## src/rtl/priority_queue_drain_if.sv

```systemverilog
// Queue-side and stream-side handshake bundle for priority_queue_drain.
// master: drain engine (drives dequeue + stream); slave: queue/consumer.
interface priority_queue_drain_if #(
  parameter int DATA_WIDTH     = 8,
  parameter int PRIORITY_WIDTH = 3
);

  // queue side
  logic                      o_q_dequeue;
  logic [DATA_WIDTH-1:0]     i_q_data;
  logic [PRIORITY_WIDTH-1:0] i_q_priority;
  logic                      i_q_empty;

  // downstream stream side
  logic                      o_valid;
  logic                      i_ready;
  logic [DATA_WIDTH-1:0]     o_data;
  logic [PRIORITY_WIDTH-1:0] o_priority;

  modport master (
    output o_q_dequeue,
    input  i_q_data,
    input  i_q_priority,
    input  i_q_empty,
    output o_valid,
    input  i_ready,
    output o_data,
    output o_priority
  );

  modport slave (
    input  o_q_dequeue,
    output i_q_data,
    output i_q_priority,
    output i_q_empty,
    input  o_valid,
    output i_ready,
    input  o_data,
    input  o_priority
  );

endinterface

```

## src/rtl/priority_queue_drain.sv

```systemverilog
// Drain engine: pulls entries from a priority queue into a small FIFO
// and streams them downstream with credit-based over-pull protection.
// Ports: clk, rst_n (async low), i_enable, bus (queue + stream),
//   o_buf_count (FIFO occupancy), o_dispatched (accepted count),
//   o_busy (FSM active, capture pending or FIFO non-empty).
module priority_queue_drain #(
  parameter int DATA_WIDTH     = 8,
  parameter int PRIORITY_WIDTH = 3,
  parameter int BUF_DEPTH      = 2,
  parameter int CNT_WIDTH      = 16
) (
  input  logic                         clk,
  input  logic                         rst_n,
  input  logic                         i_enable,
  priority_queue_drain_if.master       bus,
  output logic [$clog2(BUF_DEPTH):0]   o_buf_count,
  output logic [CNT_WIDTH-1:0]         o_dispatched,
  output logic                         o_busy
);

  localparam int AW = $clog2(BUF_DEPTH);
  localparam int CW = AW + 1;

  localparam logic [1:0] S_IDLE = 2'd0;
  localparam logic [1:0] S_RUN  = 2'd1;
  localparam logic [1:0] S_STOP = 2'd2;

  logic [1:0]                state_q;
  logic [1:0]                state_d;
  logic                      inflight_q;
  logic                      inflight_d;
  logic [AW-1:0]             wr_q;
  logic [AW-1:0]             wr_d;
  logic [AW-1:0]             rd_q;
  logic [AW-1:0]             rd_d;
  logic [CW-1:0]             cnt_q;
  logic [CW-1:0]             cnt_d;
  logic [CNT_WIDTH-1:0]      disp_q;
  logic [CNT_WIDTH-1:0]      disp_d;
  logic [DATA_WIDTH-1:0]     dat_q [BUF_DEPTH];
  logic [PRIORITY_WIDTH-1:0] pri_q [BUF_DEPTH];

  logic          push;
  logic          pop;
  logic          deq;
  logic          has_credit;
  logic [CW:0]   occ;

  function automatic logic [AW-1:0] ptr_inc(
    input logic [AW-1:0] p
  );
    return (p == AW'(BUF_DEPTH - 1)) ? '0 : p + 1'b1;
  endfunction

  assign pop  = (cnt_q != '0) & bus.i_ready;
  assign push = inflight_q;

  // Occupancy seen after this cycle's pop, counting the entry that the
  // queue is about to hand over; a new pull needs a free slot for it.
  assign occ = {1'b0, cnt_q}
             + {{CW{1'b0}}, inflight_q}
             - {{CW{1'b0}}, pop};

  assign has_credit = occ < (CW+1)'(BUF_DEPTH);

  assign deq = (state_q == S_RUN)
             & ~bus.i_q_empty
             & has_credit;

  always_comb begin
    state_d = state_q;
    unique case (1'b1)
      (state_q == S_IDLE): begin
        if (i_enable) state_d = S_RUN;
      end
      (state_q == S_RUN): begin
        if (!i_enable) state_d = S_STOP;
      end
      (state_q == S_STOP): begin
        if (inflight_q && i_enable) begin
          state_d = S_RUN;
        end else if (!inflight_q) begin
          state_d = S_IDLE;
        end
      end
      default: state_d = S_IDLE;
    endcase
  end

  always_comb begin
    inflight_d = deq;
    wr_d       = push ? ptr_inc(wr_q) : wr_q;
    rd_d       = pop  ? ptr_inc(rd_q) : rd_q;
    cnt_d      = cnt_q + CW'(push) - CW'(pop);
    disp_d     = disp_q + CNT_WIDTH'(pop);
  end

  always_ff @(posedge clk or negedge rst_n) begin
    if (!rst_n) begin
      state_q    <= S_IDLE;
      inflight_q <= 1'b0;
      wr_q       <= '0;
      rd_q       <= '0;
      cnt_q      <= '0;
      disp_q     <= '0;
    end else begin
      state_q    <= state_d;
      inflight_q <= inflight_d;
      wr_q       <= wr_d;
      rd_q       <= rd_d;
      cnt_q      <= cnt_d;
      disp_q     <= disp_d;
    end
  end

  // Storage is cleared too so the head reads 0 straight out of reset.
  always_ff @(posedge clk or negedge rst_n) begin
    if (!rst_n) begin
      for (int i = 0; i < BUF_DEPTH; i++) begin
        dat_q[i] <= '0;
        pri_q[i] <= '0;
      end
    end else if (push) begin
      dat_q[wr_q] <= bus.i_q_data;
      pri_q[wr_q] <= bus.i_q_priority;
    end
  end

  assign bus.o_q_dequeue = deq;
  assign bus.o_valid     = (cnt_q != '0);
  assign bus.o_data      = dat_q[rd_q];
  assign bus.o_priority  = pri_q[rd_q];

  assign o_buf_count  = cnt_q;
  assign o_dispatched = disp_q;
  assign o_busy       = (state_q != S_IDLE)
                      | inflight_q
                      | (cnt_q != '0);

endmodule

```

## src/flat_wrapper.sv

```systemverilog
// flat-port wrapper written by rule: the top's interface ports become plain ports
module priority_queue_drain_flat 
#(
  parameter int DATA_WIDTH     = 8,
  parameter int PRIORITY_WIDTH = 3,
  parameter int BUF_DEPTH      = 2,
  parameter int CNT_WIDTH      = 16
)
  (clk, rst_n, i_enable, o_buf_count, o_dispatched, o_busy, bus_o_q_dequeue, bus_i_q_data, bus_i_q_priority, bus_i_q_empty, bus_o_valid, bus_i_ready, bus_o_data, bus_o_priority);
  priority_queue_drain_if #(.DATA_WIDTH(DATA_WIDTH), .PRIORITY_WIDTH(PRIORITY_WIDTH)) bus_i ();
  input  logic clk;
  input  logic rst_n;
  input  logic i_enable;
  output logic [$clog2(BUF_DEPTH):0] o_buf_count;
  output logic [CNT_WIDTH-1:0] o_dispatched;
  output logic o_busy;
  output wire logic [$bits(bus_i.o_q_dequeue)-1:0] bus_o_q_dequeue;
  input wire logic [$bits(bus_i.i_q_data)-1:0] bus_i_q_data;
  input wire logic [$bits(bus_i.i_q_priority)-1:0] bus_i_q_priority;
  input wire logic [$bits(bus_i.i_q_empty)-1:0] bus_i_q_empty;
  output wire logic [$bits(bus_i.o_valid)-1:0] bus_o_valid;
  input wire logic [$bits(bus_i.i_ready)-1:0] bus_i_ready;
  output wire logic [$bits(bus_i.o_data)-1:0] bus_o_data;
  output wire logic [$bits(bus_i.o_priority)-1:0] bus_o_priority;
  assign bus_o_q_dequeue = bus_i.o_q_dequeue;
  assign bus_i.i_q_data = bus_i_q_data;
  assign bus_i.i_q_priority = bus_i_q_priority;
  assign bus_i.i_q_empty = bus_i_q_empty;
  assign bus_o_valid = bus_i.o_valid;
  assign bus_i.i_ready = bus_i_ready;
  assign bus_o_data = bus_i.o_data;
  assign bus_o_priority = bus_i.o_priority;
  priority_queue_drain #(.DATA_WIDTH(DATA_WIDTH), .PRIORITY_WIDTH(PRIORITY_WIDTH), .BUF_DEPTH(BUF_DEPTH), .CNT_WIDTH(CNT_WIDTH)) u_core (.clk(clk), .rst_n(rst_n), .i_enable(i_enable), .bus(bus_i), .o_buf_count(o_buf_count), .o_dispatched(o_dispatched), .o_busy(o_busy));
endmodule
```

## config.mk

```make
export PLATFORM = sky130hd
export DESIGN_NAME = priority_queue_drain_flat
export DESIGN_NICKNAME = d
export VERILOG_FILES = /design/src/rtl/priority_queue_drain_if.sv /design/src/rtl/priority_queue_drain.sv /design/src/flat_wrapper.sv
export SDC_FILE = /design/constraint.sdc
export NUM_CORES = 1
export LEC_CHECK = 0
export CAP_MARGIN = 10
export CORE_MARGIN = 2
export CORE_UTILIZATION = 44
export CTS_CLUSTER_SIZE = 14
export DETAILED_ROUTE_END_ITERATION = 10
export PLACE_DENSITY_LB_ADDON = 0.25
export SLEW_MARGIN = 15
export SYNTH_ARGS = -nofsm -noshare
export SYNTH_HDL_FRONTEND = slang
export SYNTH_SLANG_ARGS = --single-unit
```

## constraint.sdc

```tcl
create_clock -name clk -period 2.52 [get_ports clk]
set_input_delay 0.63 -clock clk [delete_from_list [all_inputs] [get_ports clk]]
set_output_delay 0.63 -clock clk [all_outputs]
set_load 0.02 [all_outputs]
```

### Word-level counts from Yosys, hierarchy flattened

Index checks and enable logic that the tools add are counted.

* memories: 0
* RAM bits: 0
* logic and storage cells: 59
* register bits: 45
* output and inout bits: 32
* bits of input ports: 16
* latch bits: 0
* bits in read-only memories: 0

* bitwise logic cells: 8
* magnitude comparators: 4
* eq/ne operators: 5
* shift operators: 0
* reduce and logical (&&, ||, !) cells: 6
* divide/modulo/power cells: 0
* mux-type cells: 19
* $mul: 0
* $add $sub $neg: 7

Operators with widths (number)
* $mux 8: 4
* $add 16x1->16: 1
* $bwmux 16: 1
* $mux 3: 4
* $demux 8 s1: 1
* $mux 2: 4
* $bwmux 6: 1
* $pmux 2 s3: 1
* $ge 2x2->1 const B: 2
* $ne 2x2->1 const B: 2
* $not 1->2: 2
* $reduce_bool 2->1: 2
* $add 2x1->3: 1
* $and 1x1->1: 3
* $demux 3 s1: 1
* $lt 3x2->1 const B: 1
* $ne 3x3->1 const B: 1
* $reduce_and 3->1: 1
* $sub 3x1->3: 1
* $add 1x1->1 const B: 2
* $add 2x1->2: 1
* $eq 2x1->1 const B: 1
* $eq 2x2->1 const B: 1
* $logic_and 1x1->1: 2
* other kinds (6): 8

### Logic depth before layout (Yosys ltp)

Gate-level depths: netlist of the first run.

* depth in word-level cells: 6
* mapped depth: 8
* depth with buffers taken out: 8

### Worst setup path after synthesis of the first run

No wires, ideal clock.

* path type: register to output
* start: register u_core.cnt_q[1] (netlist: u_core.o_buf_count[1])
* end: output bus_o_q_dequeue
* path slack: -872 ps
* stages on the path, launching flop included: 8
* arrival time: 2762 ps
* required time: 1890 ps
* buffers on the path: 0
* path through: dfrtp_1 -> or2_2 -> and2_1 -> ha_1 -> inv_1 -> ha_1 -> fa_1 -> nor4_1

* word-level cells in the longest chain between the ends: 5
* elaborated cells between the ends (all ways): 6
* classes of those cells: add/sub (2); order compare (1); bitwise (2); reduce/logical (1)

Ends and longest elaborated chain
* start, declared: RTL line priority_queue_drain.sv:36 `logic [CW-1:0] cnt_q;`
* start signal, assigned: RTL line priority_queue_drain.sv:111 `cnt_q <= cnt_d;`
* $reduce_bool 2->1
* named net bus_o_valid: RTL line flat_wrapper.sv:21 `output wire logic [$bits(bus_i.o_valid)-1:0] bus_o_valid;`
* $and 1x1->1: RTL line priority_queue_drain.sv:55 `assign pop = (cnt_q != '0) & bus.i_ready;`
* named net u_core.pop: RTL line priority_queue_drain.sv:44 `logic pop;`
* $sub 3x1->3: RTL line priority_queue_drain.sv:62 `- {{CW{1'b0}}, pop};`
* $lt 3x2->1: RTL line priority_queue_drain.sv:64 `assign has_credit = occ < (CW+1)'(BUF_DEPTH);`
* $and 1x1->1: RTL line priority_queue_drain.sv:68 `& has_credit;`
* end, declared: RTL line flat_wrapper.sv:17 `output wire logic [$bits(bus_i.o_q_dequeue)-1:0] bus_o_q_dequeue;`

The timed path passes the listed nets, and every way through them passes these cells.

### Worst setup path in the final report of the first run

* start: register u_core.cnt_q[0] (netlist: u_core.o_buf_count[0])
* end: output bus_o_q_dequeue

* word-level cells in the longest chain between the ends: 5
* elaborated cells between the ends (all ways): 6
* classes of those cells: add/sub (2); order compare (1); bitwise (2); reduce/logical (1)

Ends and longest elaborated chain (RTL line)
* $reduce_bool 2->1: priority_queue_drain.sv:55
* $and 1x1->1: priority_queue_drain.sv:55
* named net u_core.pop: priority_queue_drain.sv:44
* $sub 3x1->3: priority_queue_drain.sv:62
* $lt 3x2->1: priority_queue_drain.sv:64
* $and 1x1->1: priority_queue_drain.sv:68

The timed path passes the listed nets, and every way through them passes these cells.

==> qor.txt, run 1 <==
Largest net degree at the start of global routing - 46
Routability cong. - 0.748
Share of the yosys chip area belonging to registers - 0.569
Die Height - 71.1 microns
# IOs - 48
Crit-path max FO - 2
Vias in the first global route - 1393
Clock Pin Slew Worst Setup and Hold Paths - 0.08 ns
CTS tree - yes
Starting Density - 0.455
Final Cell Area - 2710 sq um
Placed Area - 2610 sq um
Routed Antenna Nets - 0
Fin Setup TNS - -0.578 ns
DR DRC count - 0
Commonest cells after routing, fill and taps aside - clkdlybuf4s50_1 (43), dfrtp_1 (42), mux2_2 (31), xor2_1 (12), buf_4 (11)
Status - finished, violations left
Minimum clock period - 3.10 ns
Final period utilization - 1.23
Number of synthesized flops with an enable pin - 0
Number of max-cap violations - 0
Area Overhead vs Synth - 36.9%
Synth Register Bits - 45
Worst setup margin - -0.578 ns
CTS buffer count - 5
YS warnings - 0
Reg power frac - 0.386
Max Freq - 323 MHz
Netlist Area Pre-Place - 1980 sq um
Leakage - 1.19 nW
Total grt overflow - 0
IR drop worst, VDD - 0.000930 V
Fin. max-slew vios - 0
Crit-path max cell delay - 0.45 ns
Design Power - 3.11 mW
Cts hold-fix bufs - 0
Die ar. - 5050 sq um
Sw frac - 0.344
Global-route wire length before repair - 6350 microns
Max stage delay cell, worst path - fa_2
RSZ-0062 raised after global routing - yes
WP data arrival - 2.47 ns
CP endpoint kind - output pin
Kind of critical path - flop to output pin
Setup crit start kind - flop
Top delay family on crit path - adder cells
PortBufs - 47
Core area - 4350 sq um
DR iter-0 viols - 35
Worst-path cell chain - or2_4 -> and2_4 -> ha_4 -> inv_2 -> ha_4 -> fa_2 -> nor4_4 -> buf_4
DRT Pass-1 Iters - 4
Die X - 71.1 microns
Slew Limit Headroom - 0.632
Clock Power Share - 0.142
Tightest Pin Transition - 0.551 ns
Max clock buf depth - 2
Post-Synthesis Cells - 144
Required @ worst endpoint - 1.89 ns
Comb pwr share - 0.472
Pwr dens - 1150 nW/um^2
DRT Wirelength - 3810 microns
DR WL/cell - 14.8 microns
Syn_nets - 165
Ant diodes - 0
Nets@finish - 226
Most common cell after layout, fill and taps aside - clkdlybuf4s50_1
Final setup vio count - 1
Worst-Skew Late Latency - 0.29 ns
Root buffer cell - clkbuf_8
Top FF cell, synth - dfrtp_1
Distinct cells, synth - 26
HPWL after DPL - 2810 microns
H-tree levels - 2
GRT Overall Usage - 0.162
Failing checks - setup timing
Mean Syn Cell Area - 13.7 sq um
Asr flop ratio synth - 1.00
Endpoints failing hold - 0
WP buf/inv - 2
Initial antenna violation count - 0
# clock sinks - 45
Cell mode on critical path - ha_4
Clock Skews - 0.00224 ns
Hold Crit Class - input pin to async pin
Switching pwr - 1.07 mW
Via count - 1313
Layout cells sized above 1 - 0.322
Vias/cell - 5.11
Rows - 24
Cell internal pwr - 2.04 mW
Util after Layout - 0.622
metal layers:
metal	vias up	routed length [microns]	track usage	share of wire
met5	-	0	0	0
met4	0	36	0.0776	0.0095
met3	4	236	0.0484	0.062
met2	34	1940	0.266	0.51
met1	655	1600	0.197	0.42
li1	620	-	-	-
kinds of logic after synthesis:
group,synth area share
buffers and inverters,0.0190
flip-flops,0.569
AO/OA/AOI/OAI,0.00632
multiplexers,0.188
XOR/XNOR,0.0752
adder cells (fa/ha/maj),0.0354
AND/OR/NAND/NOR,0.107
flip-flops by register name (all words and copies together) (netlist names):
register / count
u_core.dat_q: 16
u_core.inflight_q: 1
u_core.o_buf_count: 2
u_core.o_dispatched: 16
u_core.pri_q: 6
u_core.rd_q: 1
u_core.state_q: 2
u_core.wr_q: 1
layout make-up:
type / instances / area, sq um
multi-input cells: 90 / 871
inverters: 6 / 22.5
clock buffers: 7 / 86.3
fillers: 334 / 1640
well taps: 52 / 65.1
flip-flops and latches: 45 / 1130
repair buffers: 57 / 536
power by group through the flow:
stage / Combinational [mW] / Clock, mW / Sequential, mW
after global routing: 1.58 / 0.485 / 1.24
after global placement: 1.41 / 0 / 1.19
after CTS: 1.49 / 0.455 / 1.21
final: 1.47 / 0.440 / 1.20
after floorplan: 0.799 / 0 / 1.22
after detailed placement: 1.46 / 0 / 1.22
final timing paths:
path                                                        start                           endpoint  slack (ns)  cells after the start
worst min register to register  u_core.o_dispatched[15]$_DFF_PN0_  u_core.o_dispatched[15]$_DFF_PN0_        0.48                      1
max in group asynchronous                                   rst_n    u_core.o_buf_count[1]$_DFF_PN0_        1.71                      2
min in group clk                u_core.o_dispatched[15]$_DFF_PN0_  u_core.o_dispatched[15]$_DFF_PN0_        0.48                      1
worst min-delay path                                        rst_n  u_core.o_dispatched[11]$_DFF_PN0_        0.40                      2
worst max-delay path              u_core.o_buf_count[0]$_DFF_PN0_                    bus_o_q_dequeue       -0.58                      8
worst max register to register    u_core.o_buf_count[0]$_DFF_PN0_        u_core.inflight_q$_DFF_PN0_        0.43                      7
stage by stage:
step	hold slack [ns]	cells	worst slack, ns
final	0.403	257	-0.578
after global routing	0.456	257	-0.693
after global placement	0.456	249	-1.18
after CTS	0.433	257	-0.659
after detailed placement	0.467	249	-1.22
after floorplan	0.334	144	-0.375
synth_stat cells, drive strengths merged (4+ instances only):
library cell,number,area (sq um)
dfrtp,45,1130
mux2,33,372
xor2,12,105
inv,6,22.5
nand3,6,40.0
nor4,6,56.3
nand2,5,18.8
xnor2,5,43.8
ha,4,50.1
repair_timing:
action / CTS / global route
pin swaps: 4 / 1
setup endpoints to repair: 13 / 1
setup buffers: 1 / 0
resized for setup: 10 / 0
worst register-to-register path, cell delays in order, from the launching register on:
cell,delay [ns]
dfrtp_2,0.40
or2_4,0.25
and2_4,0.17
ha_4,0.25
inv_2,0.04
ha_4,0.15
fa_2,0.45
nor4_4,0.29
Note: power is estimated with default switching activity, not from simulation.
==> run 2: changes to the inputs <==
--- a/config.mk
+++ b/config.mk
@@ -5,9 +5,10 @@
 export SDC_FILE = /design/constraint.sdc
 export NUM_CORES = 1
 export LEC_CHECK = 0
+export ABC_AREA = 1
 export CAP_MARGIN = 10
 export CORE_MARGIN = 2
-export CORE_UTILIZATION = 44
+export CORE_UTILIZATION = 45
 export CTS_CLUSTER_SIZE = 14
 export DETAILED_ROUTE_END_ITERATION = 10
 export PLACE_DENSITY_LB_ADDON = 0.25
==> run 2 against run 1 <==
  * The run still ends with setup timing left
  * Flip-flop and latch count stayed put
  * Final cell count is 44% higher
  * Register-to-register slack worse by 0.25 ns
  * Setup slack better by 0.13 ns
  * Wire length is 17% higher
  * Global-route usage is 2.9 points higher
  * Clock power is 2% higher
  * Design area is 8.4% higher
  * Highest routed layer unchanged
==> qor.txt, run 2 <==
Switching pwr - 1.30 mW (+21%)
RSZ-0062 raised after global routing - yes
CTS tree - yes
Final period utilization - 1.18 (-0.0533)
Crit-path max cell delay - 0.48 ns (+0.03 ns)
Via count - 1755 (+34%)
Layout cells sized above 1 - 0.201 (-0.121)
Cell internal pwr - 2.06 mW (+1.1%)
IR drop worst, VDD - 0.000538 V (-42%)
Share of the yosys chip area belonging to registers - 0.533 (-0.0357)
Netlist Area Pre-Place - 2110 sq um (+6.7%)
Clock Pin Slew Worst Setup and Hold Paths - 0.08 ns (about the same)
Largest net degree at the start of global routing - 45 (-2.2%)
Cts hold-fix bufs - 0 (unchanged)
Clock Power Share - 0.133 (-0.009)
YS warnings - 0 (unchanged)
DP Worst Slack - -1.14 ns (+0.0796 ns)
Status - finished, violations left
Commonest cells after routing, fill and taps aside - nand2_1 (85), clkdlybuf4s50_1 (44), dfrtp_1 (43), buf_4 (26), inv_1 (25)
Yosys top cell area share - 0.533 (-0.0357)
Global-route wire length before repair - 7770 microns (+22%)
Reg power frac - 0.349 (-0.037)
Initial antenna violation count - 0 (unchanged)
Core area - 4440 sq um (+2.1%)
PortBufs - 47 (unchanged)
Routability cong. - 0.772 (+3.2%)
Pwr dens - 1140 nW/um^2 (-0.32%)
Sw frac - 0.386 (+0.0420)
Worst setup margin - -0.444 ns (+0.134 ns)
Final setup vio count - 1 (unchanged)
Area Overhead vs Synth - 39.1%
Setup crit start kind - flop
Number of synthesized flops with an enable pin - 0 (unchanged)
Met2 global-route usage - 0.335 (+0.0695)
H-tree levels - 2 (unchanged)
Minimum clock period - 2.96 ns (-0.134 ns)
Hold Crit Class - input pin to async pin
Synth Register Bits - 45 (unchanged)
Asr flop ratio synth - 1.00 (unchanged)
Post-Synthesis Cells - 244 (+69%)
Max stage delay cell, worst path - fa_1
Number of max-cap violations - 0 (unchanged)
Reg area - 1130 sq um (-0.11%)
Failing checks - setup timing
Nets@finish - 339 (+50%)
Syn_nets - 265 (+61%)
Endpoints failing hold - 0 (unchanged)
CTS buffer count - 5 (unchanged)
Tightest Pin Transition - 0.606 ns (+0.0557 ns)
Die ar. - 5260 sq um (+4.1%)
Max clock buf depth - 2 (unchanged)
Crit-path max FO - 2 (unchanged)
# clock sinks - 45 (unchanged)
Count leader, synth - nand2_1
Worst-Skew Late Latency - 0.29 ns (about the same)
Required @ worst endpoint - 1.89 ns (about the same)
# IOs - 48 (unchanged)
Kind of critical path - flop to output pin
Rows - 24 (unchanged)
Die Height - 72.5 microns (+2.0%)
DR WL/cell - 12.1 microns (-18%)
Most common cell after layout, fill and taps aside - nand2_1
Met3 GRT Util - 0.0417 (-0.00677)
Vias in the first global route - 1776 (+27%)
Multi-input gate area - 867 sq um (-0.43%)
Util after Layout - 0.661 (+0.0386)
CP endpoint kind - output pin
Worst-path cell chain - inv_2 -> nand2_4 -> nand2_4 -> inv_4 -> ha_4 -> inv_2 -> ha_4 -> fa_1 -> nor2_2 -> nand3_2 -> nor2_4 -> buf_6
Top FF cell, synth - dfrtp_1
DRT Pass-1 Iters - 4 (unchanged)
Peak-usage layer in the global routing report - met2
GRT Overall Usage - 0.191 (+0.0286)
DR DRC count - 0 (unchanged)
Design Power - 3.36 mW (+8.1%)
M1 GR Usage - 0.224 (+0.0272)
Leading area contributor after synthesis - dfrtp_1
Distinct cells, synth - 21 (-19%)
DR iter-0 viols - 142 (+310%)
Largest cells by area after synthesis - dfrtp_1 (53%), nand2_1 (15%), inv_1 (5.3%), o21ai_2 (4.6%), nor2_1 (3.4%)
Ant diodes - 0 (unchanged)
Slew Limit Headroom - 0.595 (-0.0374)
Die X - 72.5 microns (+2.0%)
Total grt overflow - 0 (unchanged)
HPWL after DPL - 2920 microns (+4.1%)
Clock Skews - 0.00544 ns (+0.00320 ns)
WP data arrival - 2.33 ns (-0.14 ns)
Mean Syn Cell Area - 8.66 sq um (-37%)
DRT Wirelength - 4470 microns (+17%)
Vias/cell - 4.74 (-7.2%)
Starting Density - 0.475 (+0.0206)
Max Freq - 337 MHz (+4.5%)
Routed Antenna Nets - 0 (unchanged)
Root buffer cell - clkbuf_8
Fin. max-slew vios - 0 (unchanged)
Fillcell total - 361 (+8.1%)
Synth cell count leaders - nand2_1 (87), dfrtp_1 (45), inv_1 (30)
Comb pwr share - 0.518 (+0.046)
Leakage - 1.44 nW (+21%)
## run 2: changes by cell type in the layout (fill, tap and decap cells not counted), moves of 4 or more
cell and change:
buf_4 +15, inv_1 +20, mux2_2 -31, nand2_1 +80
nor2_1 +14, o21ai_0 +12, o21ai_2 +11, xor2_1 -4
## run 2: area by class of cell
cell class | count | share of cell area
flip-flops and latches | 45 | 0.384
repair buffers | 74 | 0.227
multi-input cells | 161 | 0.295
inverters | 31 | 0.0417
well taps | 52 | 0.0221
clock buffers | 7 | 0.0294
## run 2: logic make-up after synthesis
group	share of synthesized area
adder cells (fa/ha/maj)	0.0332
buffers and inverters	0.0823
flip-flops	0.533
AND/OR/NAND/NOR	0.233
XOR/XNOR	0.0415
AO/OA/AOI/OAI	0.0764
## run 2: worst paths after layout
kind                                                 startpoint                         endpoint  slack, ns  cells after the start
worst max register to register  u_core.o_buf_count[0]$_DFF_PN0_          u_core.rd_q$_DFFE_PN0P_       0.18                     17
worst max-delay path            u_core.o_buf_count[0]$_DFF_PN0_                  bus_o_q_dequeue      -0.44                     12
min in group clk                   u_core.dat_q[15]$_DFFE_PN0P_     u_core.dat_q[15]$_DFFE_PN0P_       0.49                      2
worst min-delay path                                      rst_n      u_core.dat_q[9]$_DFFE_PN0P_       0.10                      1
worst min register to register     u_core.dat_q[15]$_DFFE_PN0P_     u_core.dat_q[15]$_DFFE_PN0P_       0.49                      2
max in group asynchronous                                 rst_n  u_core.o_buf_count[0]$_DFF_PN0_       1.68                      2
## run 2: metrics by stage
| stage | instance area (sq um) | hold WS [ns] | TNS, ns | std cells |
|---|---|---|---|---|
| after floorplan | 2130 | 0.334 | -0.131 | 244 |
| after global placement | 2680 | 0.412 | -1.11 | 346 |
| after detailed placement | 2680 | 0.415 | -1.14 | 346 |
| after CTS | 2940 | 0.0984 | -0.789 | 373 |
| after global routing | 2940 | 0.0923 | -0.532 | 370 |
| final | 2940 | 0.102 | -0.444 | 370 |
## run 2: worst max-delay path, delay by kind of cell (launching register included)
family	cells	cell delay, ns
adders and majority gates	3	0.87
buffers and inverters	4	0.29
DFF	1	0.41
and+or+nand+nor	5	0.47
## run 2: power by group through the flow
| stage | logic, mW | registers (mW) | clock network, mW |
|---|---|---|---|
| 6_report | 1.74 | 1.17 | 0.448 |
| 5_1_grt | 1.91 | 1.21 | 0.489 |
| 4_1_cts | 1.74 | 1.17 | 0.459 |
| 3_5_place_dp | 1.57 | 1.18 | 0 |
| 3_3_place_gp | 1.53 | 1.17 | 0 |
| 2_1_floorplan | 0.826 | 1.24 | 0 |
## run 2: per-layer routing
| metal | routed length [microns] | vias up | share of wire |
|---|---|---|---|
| li1 | - | 893 | - |
| met1 | 2040 | 811 | 0.46 |
| met2 | 2150 | 42 | 0.48 |
| met3 | 204 | 9 | 0.046 |
| met4 | 87 | 0 | 0.019 |
| met5 | 0 | - | 0 |
## run 2: what timing repair did
| action | CTS | global route |
|---|---|---|
| gates resized for setup | 15 | 6 |
| pin swaps | 6 | 5 |
| setup endpoints to repair | 1 | 4 |
| buffers inserted | 20 | 2 |
| hold endpoints to repair | 0 | 0 |
==> run 3: changes to the inputs <==
==> constraint.sdc (replaced) <==
create_clock -name clk -period 2.52 [get_ports clk]
set_input_delay 0.63 -clock clk [delete_from_list [all_inputs] [get_ports clk]]
set_output_delay 0.63 -clock clk [all_outputs]
set_load 0.01 [all_outputs]
==> run 3 against run 2 <==
  * The flow still finishes with violations (setup timing)
  * Combinational power shrank 18%
  * Register-to-register slack better by 0.46 ns
  * Non-clock buffer count down 15
  * Highest routed layer unchanged
==> qor.txt, run 3 (same netlist as run 2, synthesis figures left out) <==
Status - finished, violations left
Failing checks - setup timing
Ant diodes - 0 (unchanged)
Hold_ws - 0.280 ns (+0.178 ns)
Setup crit start kind - flop
Worst-Skew Late Latency - 0.29 ns (about the same)
Worst setup margin - -0.350 ns (+0.0935 ns)
PortBufs - 47 (unchanged)
Minimum clock period - 2.87 ns (-0.0935 ns)
FF-to-FF setup slack - 0.64 ns (+0.46 ns)
CP endpoint kind - output pin
Layout cells sized above 1 - 0.151 (-0.0499)
CTS tree - yes
Routability cong. - 0.750 (-2.8%)
# IOs - 48 (unchanged)
Commonest cells after routing, fill and taps aside - nand2_1 (85), dfrtp_1 (45), clkdlybuf4s50_1 (44), inv_1 (26), nor2_1 (18)
Sw frac - 0.344 (-0.0424)
Kind of critical path - flop to output pin
DR WL/cell - 11.4 microns (-5.5%)
Root buffer cell - clkbuf_8
Tightest Pin Transition - 0.618 ns (+0.0112 ns)
DRT Pass-1 Iters - 4 (unchanged)
Max clock buf depth - 2 (unchanged)
Cell internal pwr - 2.07 mW (+0.43%)
Number of max-cap violations - 0 (unchanged)
Reg2reg end - u_core.inflight_q$_DFF_PN0_
DR DRC count - 0 (unchanged)
DR iter-0 viols - 102 (-28%)
Nets@finish - 324 (-4.4%)
Clock Power Share - 0.178 (+0.045)
Reg power frac - 0.369 (+0.020)
WP data arrival - 2.24 ns (-0.09 ns)
Routed Antenna Nets - 0 (unchanged)
Vias/cell - 4.82 (+1.7%)
Die ar. - 5260 sq um (unchanged)
Slew Limit Headroom - 0.587 (-0.00749)
Pwr dens - 1110 nW/um^2 (-2.8%)
Placed Area - 2730 sq um (+1.8%)
Crit-path max FO - 2 (unchanged)
Max Freq - 348 MHz (+3.3%)
Clock Skews - 0.00621 ns (+0.000768 ns)
Final setup vio count - 1 (unchanged)
Area Overhead vs Synth - 34.4%
R2r startpoint - u_core.o_buf_count[0]$_DFF_PN0_
HPWL after DPL - 3000 microns (+2.7%)
Total grt overflow - 0 (unchanged)
Leakage - 1.39 nW (-3.7%)
DRT Wirelength - 4070 microns (-9.1%)
Die X - 72.5 microns (unchanged)
Required @ worst endpoint - 1.89 ns (about the same)
Global-route wire length before repair - 7230 microns (-6.9%)
Clock Pin Slew Worst Setup and Hold Paths - 0.08 ns (about the same)
Initial antenna violation count - 0 (unchanged)
Final period utilization - 1.14 (-0.0371)
Endpoints failing hold - 0 (unchanged)
Setup bufs post-CTS - 0 (-100%)
RSZ-0062 raised after global routing - yes
H-tree levels - 2 (unchanged)
# clock sinks - 45 (unchanged)
Most common cell after layout, fill and taps aside - nand2_1
Switching pwr - 1.08 mW (-16%)
IR drop worst, VDD - 0.000539 V (about the same)
Final Cell Area - 2840 sq um (-3.4%)
Fin cells - 356 (-3.8%)
Via count - 1717 (-2.2%)
Die Height - 72.5 microns (unchanged)
Largest net degree at the start of global routing - 25 (-44%)
Rows - 24 (unchanged)
R2R cell count - 11 (-6)
Comb pwr share - 0.453 (-0.065)
Vias in the first global route - 1693 (-4.7%)
GRT Overall Usage - 0.177 (-0.0135)
Starting Density - 0.475 (unchanged)
Core area - 4440 sq um (unchanged)
Post-Place Cells - 348 (+0.58%)
CTS buffer count - 5 (unchanged)
Fin. max-slew vios - 0 (unchanged)
DP Worst Slack - -1.13 ns (+0.00859 ns)
Hold Crit Class - input pin to async pin
## run 3: final cells by class
type	count	area, sq um
multi-input cells	161	863
repair buffers	59	546
flip-flops and latches	45	1130
inverters	31	119
well taps	52	65.1
clock buffers	6	82.6
fillers	376	1610
clock inverters	2	37.5
## run 3: through the flow
stage                     TNS [ns]  utilization  power [mW]
final                       -0.350        0.639        3.16
after global routing        -0.504        0.639        3.42
after CTS                   -0.366        0.639        3.20
after detailed placement     -1.17        0.614        2.64
after global placement       -1.09        0.614        2.59
after floorplan            -0.0261            -        1.93
## run 3: metal layers
metal	up-vias	track usage	routed length (microns)
li1	872	-	-
met1	817	0.218	1870
met2	26	0.307	2050
met3	2	0.0417	119
met4	0	0.0617	29
met5	-	0	0
## run 3: what timing repair did
action,in CTS,in global routing
endpoints found under the hold margin,0,0
hold buffers,0,0
pin swaps,2,0
gates resized for setup,8,0
endpoints found under the setup margin,1,1
## run 3: how the worst max path moves through the flow
stage | startpoint | end | cells past startpoint
2_1_floorplan | u_core.o_buf_count[1]$_DFF_PN0_ | bus_o_q_dequeue | 11
3_3_place_gp | bus_i_ready | bus_o_q_dequeue | 11
3_5_place_dp | bus_i_ready | bus_o_q_dequeue | 11
4_1_cts | u_core.o_buf_count[0]$_DFF_PN0_ | bus_o_q_dequeue | 12
5_1_grt | u_core.o_buf_count[0]$_DFF_PN0_ | bus_o_q_dequeue | 12
6_report | u_core.o_buf_count[0]$_DFF_PN0_ | bus_o_q_dequeue | 12
## run 3: critical path, stage by stage, from the launching register on
cell and delay, ns:
dfrtp_1 0.39, inv_2 0.08, nand2_4 0.07, nand2_8 0.06, inv_4 0.04, ha_4 0.24
inv_2 0.03, ha_4 0.14, fa_1 0.46, nor2_1 0.11, nand3_1 0.09, nor2_2 0.10
buf_2 0.14
## run 3: power groups by stage
stage          clock [mW]  sequential [mW]  combinational [mW]
2_1_floorplan           0             1.19               0.742
3_3_place_gp            0             1.17                1.42
3_5_place_dp            0             1.18                1.46
4_1_cts             0.578             1.17                1.46
5_1_grt             0.607             1.21                1.60
6_report            0.562             1.17                1.43
==> variant 1, RTL diff (flow settings as in run 3) <==
`PRIORITY_WIDTH` is set to 3 in 3 places; all go to 6.
--- a/src/rtl/priority_queue_drain_if.sv
+++ b/src/rtl/priority_queue_drain_if.sv
@@ -2,7 +2,7 @@
 // master: drain engine (drives dequeue + stream); slave: queue/consumer.
 interface priority_queue_drain_if #(
   parameter int DATA_WIDTH     = 8,
-  parameter int PRIORITY_WIDTH = 3
+  parameter int PRIORITY_WIDTH = 6
 );
 
   // queue side
--- a/src/rtl/priority_queue_drain.sv
+++ b/src/rtl/priority_queue_drain.sv
@@ -5,7 +5,7 @@
 //   o_busy (FSM active, capture pending or FIFO non-empty).
 module priority_queue_drain #(
   parameter int DATA_WIDTH     = 8,
-  parameter int PRIORITY_WIDTH = 3,
+  parameter int PRIORITY_WIDTH = 6,
   parameter int BUF_DEPTH      = 2,
   parameter int CNT_WIDTH      = 16
 ) (
--- a/src/flat_wrapper.sv
+++ b/src/flat_wrapper.sv
@@ -2,7 +2,7 @@
 module priority_queue_drain_flat 
 #(
   parameter int DATA_WIDTH     = 8,
-  parameter int PRIORITY_WIDTH = 3,
+  parameter int PRIORITY_WIDTH = 6,
   parameter int BUF_DEPTH      = 2,
   parameter int CNT_WIDTH      = 16
 )
Interface: changed (resized bus_i_q_priority and bus_o_priority); port bits go from 48 to 54. The function was not compared with the original's and may differ.
==> variant 1 against run 3 <==
Routed wire length increased by 11%. Global-route usage decreased by 0.28 points. Sequential power increased by 15%. Highest routed layer unchanged. Power increased by 7.1%. Hold slack improved by 0.14 ns. Sequential share of layout area increased by 1.4 points. Via count increased by 10%. Non-clock buffer count increased by 6. Sequential cell count increased by 6. Area after synthesis increased by 9.7%. The run still ends with setup timing left. Setup slack improved by 0.0051 ns. Synthesized cell count increased by 12%. Clock skew increased by 0.0013 ns. Design area increased by 9.3%.
==> variant 1: results (changes against run 3) <==
\begin{tabular}{lr}
\hline
Metric & Value \\
\hline
\multicolumn{2}{l}{\textbf{Status}} \\
Status & finished with violations \\
Violations in the final reports & setup timing \\
\multicolumn{2}{l}{\textbf{Clock network}} \\
Total CTS buffers & 5 (unchanged) \\
Clock insertion delay at the later pin of the skew report & 0.31 ns (+0.02 ns) \\
\multicolumn{2}{l}{\textbf{Route}} \\
Per-cell via count in the routed design & 4.61 (-4.4\%) \\
Wire length reported by the detailed router & 4.53 mm (+11\%) \\
Average detailed-routed wire length per instance & 11.1 um (-3.3\%) \\
Detailed Route Iter0 Violations & 69 (-32\%) \\
\multicolumn{2}{l}{\textbf{Global route}} \\
Maximum number of pins on one net before global-route repair & 52 (+110\%) \\
First-pass GRT wire length & 7.68 mm (+6.2\%) \\
Met1 GRT Util & 0.222 (+0.00414) \\
Via count of the first global-routing pass & 1776 (+4.9\%) \\
Met2 GRT Util & 0.294 (-0.0128) \\
Global router's overall resource usage & 0.175 (-0.00281) \\
M3 GR Usage & 0.0357 (-0.00595) \\
\multicolumn{2}{l}{\textbf{Logic synthesis}} \\
Most frequent cells after synthesis & 103 x nand2\_1, 51 x dfrtp\_1, 33 x inv\_1, 20 x o21ai\_0, 19 x nor2\_1 \\
Cell types with the largest area share after synthesis & dfrtp\_1 55\%, nand2\_1 17\%, inv\_1 5.3\%, o21ai\_0 4.3\%, nor2\_1 3.1\% \\
Post-Synthesis Cells & 274 (+12\%) \\
Proportion of synthesized chip area in sequential cells & 0.551 (+0.0176) \\
Number of nets produced by synthesis & 298 (+12\%) \\
\multicolumn{2}{l}{\textbf{Setup path}} \\
Reg-to-reg setup timing slack & 0.66 ns (+0.02 ns) \\
Capture point of the critical path & bus\_o\_q\_dequeue \\
Depth of the worst register-to-register path & 11 (unchanged) \\
\multicolumn{2}{l}{\textbf{Placed design}} \\
Worst slack, placed & -1.13 ns (+0.00559 ns) \\
Post-Place Cell Area & 3030 um2 (+11\%) \\
Placed Cells & 402 (+16\%) \\
HPWL reported at the end of detailed placement & 3.17 mm (+5.7\%) \\
Port Buffers & 53 (+13\%) \\
Routability-driven placement congestion ratio & 0.821 (+9.5\%) \\
\multicolumn{2}{l}{\textbf{Timing}} \\
Slew at the pin closest to its max-slew limit & 0.814 ns (+0.197 ns) \\
Final Setup Violations & 1 (unchanged) \\
Sum of negative setup slack & -0.345 ns (+0.00508 ns) \\
Final min period & 2.87 ns (-0.00508 ns) \\
Final setup slack of the worst path & -0.345 ns (+0.00508 ns) \\
Max Clock Skew & 0.00749 ns (+0.00128 ns) \\
\multicolumn{2}{l}{\textbf{Final layout}} \\
Final net count & 363 (+12\%) \\
Fillcell total & 459 (+22\%) \\
Ratio of cells with drive above 1 in the final layout & 0.112 (-0.0396) \\
\multicolumn{2}{l}{\textbf{Power}} \\
Pleak & 1.53 nW (+10\%) \\
Power density over cell area & 1090 nW/um2 (-2.1\%) \\
Worst vdd ir & 0.556 mV (+3.2\%) \\
\hline
\end{tabular}
## variant 1: cell types whose count changed after synthesis, sizes merged
cell and delta:
nand2 +15, buf +1, o21ai +6, dfrtp +6, clkbuf -1, inv +3
## variant 1: kinds of logic after synthesis
logic type	share of synthesized area
flip-flops	0.551
buffers and inverters	0.0745
adder cells (fa/ha/maj)	0.0302
XOR/XNOR	0.0378
AO/OA/AOI/OAI	0.0729
AND/OR/NAND/NOR	0.234
## variant 1: per-layer routing
metal / routed length [um] / share of wire
met1: 2090 / 0.46
met2: 2170 / 0.48
met3: 201 / 0.044
met4: 70 / 0.015
met5: 0 / 0
## variant 1: how the worst min path moves through the flow
stage                     slack (ns)        startpoint                endpoint
final                           0.42             rst_n  u_core.o_dispatched[7]
after global routing            0.48             rst_n  u_core.o_dispatched[7]
after CTS                       0.45             rst_n  u_core.o_dispatched[7]
after detailed placement        0.47   u_core.pri_q[6]         u_core.pri_q[6]
after global placement          0.47  u_core.dat_q[15]        u_core.dat_q[15]
after floorplan                 0.33             rst_n         u_core.dat_q[0]
## variant 1: repair_timing
| item | in CTS | in global routing |
|---|---|---|
| gates resized for setup | 8 | 1 |
| pin swaps | 4 | 1 |
| setup endpoints to repair | 1 | 12 |
## variant 1: report_power, final
part,internal [mW],switching [mW],leakage (nW)
combinational,0.830,0.760,0.881
sequential,1.14,0.200,0.604
clock,0.195,0.258,0.0422
total,2.16,1.22,1.53
## variant 1: cell type report
class	instances	area share
Multi-Input combinational cell	182	0.296
Timing Repair Buffer	65	0.195
Inverter	34	0.0431
Sequential cell	51	0.411
Clock buffer	7	0.0246
Clock inverter	1	0.00161
Tap cell	70	0.0282
## variant 1: worst max-delay path, delay by kind of cell, from the launching register on
family	cells	cell delay [ns]
fa+ha+maj	3	0.84
flops	1	0.39
buf+inv	4	0.28
simple gates	5	0.41
==> variant 2, RTL diff (flow settings as in run 3) <==
Without the edit above. Make the reset (`rst_n`) synchronous in 2 clocked blocks. Comments in the files are not updated.
--- a/src/rtl/priority_queue_drain.sv
+++ b/src/rtl/priority_queue_drain.sv
@@ -95,7 +95,7 @@
     disp_d     = disp_q + CNT_WIDTH'(pop);
   end
 
-  always_ff @(posedge clk or negedge rst_n) begin
+  always_ff @(posedge clk) begin
     if (!rst_n) begin
       state_q    <= S_IDLE;
       inflight_q <= 1'b0;
@@ -114,7 +114,7 @@
   end
 
   // Storage is cleared too so the head reads 0 straight out of reset.
-  always_ff @(posedge clk or negedge rst_n) begin
+  always_ff @(posedge clk) begin
     if (!rst_n) begin
       for (int i = 0; i < BUF_DEPTH; i++) begin
         dat_q[i] <= '0;
Function: differs if rst_n is asserted again (counterexample within 4 cycles, from zero or initial values and one cycle with rst_n low); with rst_n held inactive, the same outputs for 10 cycles.
==> variant 2 against run 3 <==
The run still ends with setup timing left. Die area increased by 0.28%. Design area rose by 3.7%. Routed wire length is 5.3% higher. Sequential cell count up 1. Synthesized cell count decreased by 4.9%. Area after synthesis is 0.30% higher. Setup slack better by 0.033 ns.
Power is not compared: it rests on default switching activity, and its combinational part moved more than twofold at a synthesized area within 25%.
==> variant 2: results (changes against run 3) <==
\begin{tabular}{lr}
\hline
Metric & Value \\
\hline
\multicolumn{2}{l}{\textbf{Setup path}} \\
Critical path origin & u\_core.o\_buf\_count[1] \\
Arrival time of the worst setup path & 2.21 ns (-0.03 ns) \\
\multicolumn{2}{l}{\textbf{Global route}} \\
First-pass GRT wire length & 6.72 mm (-7.1\%) \\
Maximum number of pins on one net before global-route repair & 16 (-36\%) \\
Via count of the first global-routing pass & 1575 (-7.0\%) \\
Global router's overall resource usage & 0.163 (-0.0142) \\
\multicolumn{2}{l}{\textbf{Logic synthesis}} \\
Mean post-synth cell area & 9.13 um2 (+5.5\%) \\
Synth cell types & 32 (+52\%) \\
Number of synthesized flops with an enable pin & 22 (+22) \\
Most frequent cells after synthesis & 50 x nor2\_1, 36 x inv\_1, 35 x nand2\_1, 24 x dfxtp\_1, 22 x edfxtp\_1 \\
Number of nets produced by synthesis & 253 (-4.5\%) \\
Cell types with the largest area share after synthesis & edfxtp\_1 31\%, dfxtp\_1 23\%, nor2\_1 8.9\%, inv\_1 6.4\%, nand2\_1 6.2\% \\
Share of async-settable or async-resettable flops after synthesis & 0 (-1.00) \\
Proportion of synthesized chip area in sequential cells & 0.539 (+0.00551) \\
\multicolumn{2}{l}{\textbf{Route}} \\
Detailed Route Iter0 Violations & 72 (-29\%) \\
Via count & 1668 (-2.9\%) \\
Detailed route wirelength on metal3 & 204 um (+71\%) \\
Routed metal-1 wire length & 1.88 mm (+0.80\%) \\
\multicolumn{2}{l}{\textbf{Timing}} \\
Max Clock Skew & 0.00595 ns (-0.000258 ns) \\
Slew at the pin closest to its max-slew limit & 0.514 ns (-0.104 ns) \\
Final setup slack of the worst path & -0.317 ns (+0.0330 ns) \\
Final Setup Violations & 1 (unchanged) \\
\multicolumn{2}{l}{\textbf{Final layout}} \\
Final net count & 319 (-1.5\%) \\
Number of standard cells in the final layout excluding fillers & 351 (-1.4\%) \\
Ratio of cells with drive above 1 in the final layout & 0.211 (+0.0594) \\
\multicolumn{2}{l}{\textbf{Clock network}} \\
Number of buffers on the longest clock path & 2 (unchanged) \\
Clock transition at the registers of the reported paths & 0.09 ns \\
\multicolumn{2}{l}{\textbf{Placed design}} \\
Worst slack, placed & -1.22 ns (-0.0932 ns) \\
HPWL reported at the end of detailed placement & 2.93 mm (-2.3\%) \\
Placed Cells & 337 (-3.2\%) \\
Routability-driven placement congestion ratio & 0.746 (-0.56\%) \\
\multicolumn{2}{l}{\textbf{Status}} \\
Status & finished with violations \\
Violations in the final reports & setup timing \\
\hline
\end{tabular}
variant 2: cell types whose count changed after synthesis, moves of 6 or more:
cell	before	now
nand2_1	87	35
dfrtp_1	45	0
nor2_1	19	50
dfxtp_1	0	24
edfxtp_1	0	22
mux2_2	0	11
o21ai_2	11	0
o21ai_0	12	3
xor2_1	8	0
a21oi_1	0	7
inv_1	30	36
variant 2: layout make-up:
cell class                 count  area (um2)
fill                         383        1500
sequential                    46        1140
multi-input combinational    142         840
timing repair buffer          64         598
inverter                      39         159
clock buffer                   5        68.8
clock inverter                 3        68.8
tap                           52        65.1
variant 2: kinds of logic after synthesis:
family | count (synthesis) | share of synthesized area
XOR/XNOR | 2 | 0.00827
adder cells (fa/ha/maj) | 5 | 0.0331
AND/OR/NAND/NOR | 108 | 0.230
multiplexers | 11 | 0.0585
flip-flops | 46 | 0.539
buffers and inverters | 44 | 0.0874
AO/OA/AOI/OAI | 16 | 0.0443
variant 2: timing repair:
item | 4_1_cts | 5_1_grt
setup endpoints to repair | 1 | 1
pin swaps | 6 | 6
gates resized for setup | 13 | 7
buffers inserted | 2 | 4
variant 2: metal layers:
layer	global-route usage	vias up
li1	-	864
met1	0.193	763
met2	0.294	36
met3	0.0373	5
met4	0.0494	0
met5	0	-
variant 2: worst paths after layout:
| kind | to | slack, ns | cells after the start |
|---|---|---|---|
| min | register | 0.47 | 1 |
| min reg2reg | register | 0.47 | 1 |
| max | bus_o_q_dequeue | -0.32 | 10 |
| max reg2reg | u_core.o_buf_count[1] | 0.56 | 10 |
variant 2: through the flow:
step | util | setup TNS [ns]
6_report | 0.662 | -0.317
3_3_place_gp | 0.613 | -1.39
5_1_grt | 0.662 | -0.401
4_1_cts | 0.648 | -0.297
2_1_floorplan | - | -0.0618
3_5_place_dp | 0.613 | -1.46
variant 2: worst max-delay path, cell delays in order, from the launching register on:
cell	delay, ns
dfxtp_2	0.34
nor2_4	0.13
nor2_4	0.06
ha_4	0.25
inv_2	0.04
ha_4	0.15
fa_1	0.49
nor2_1	0.14
nand3_2	0.09
nor2_2	0.08
buf_2	0.13
variant 2: power breakdown:
group	internal, mW	switching (mW)	total [mW]
combinational	0.387	0.285	0.672
sequential	0.841	0.0312	0.872
clock	0.397	0.247	0.644
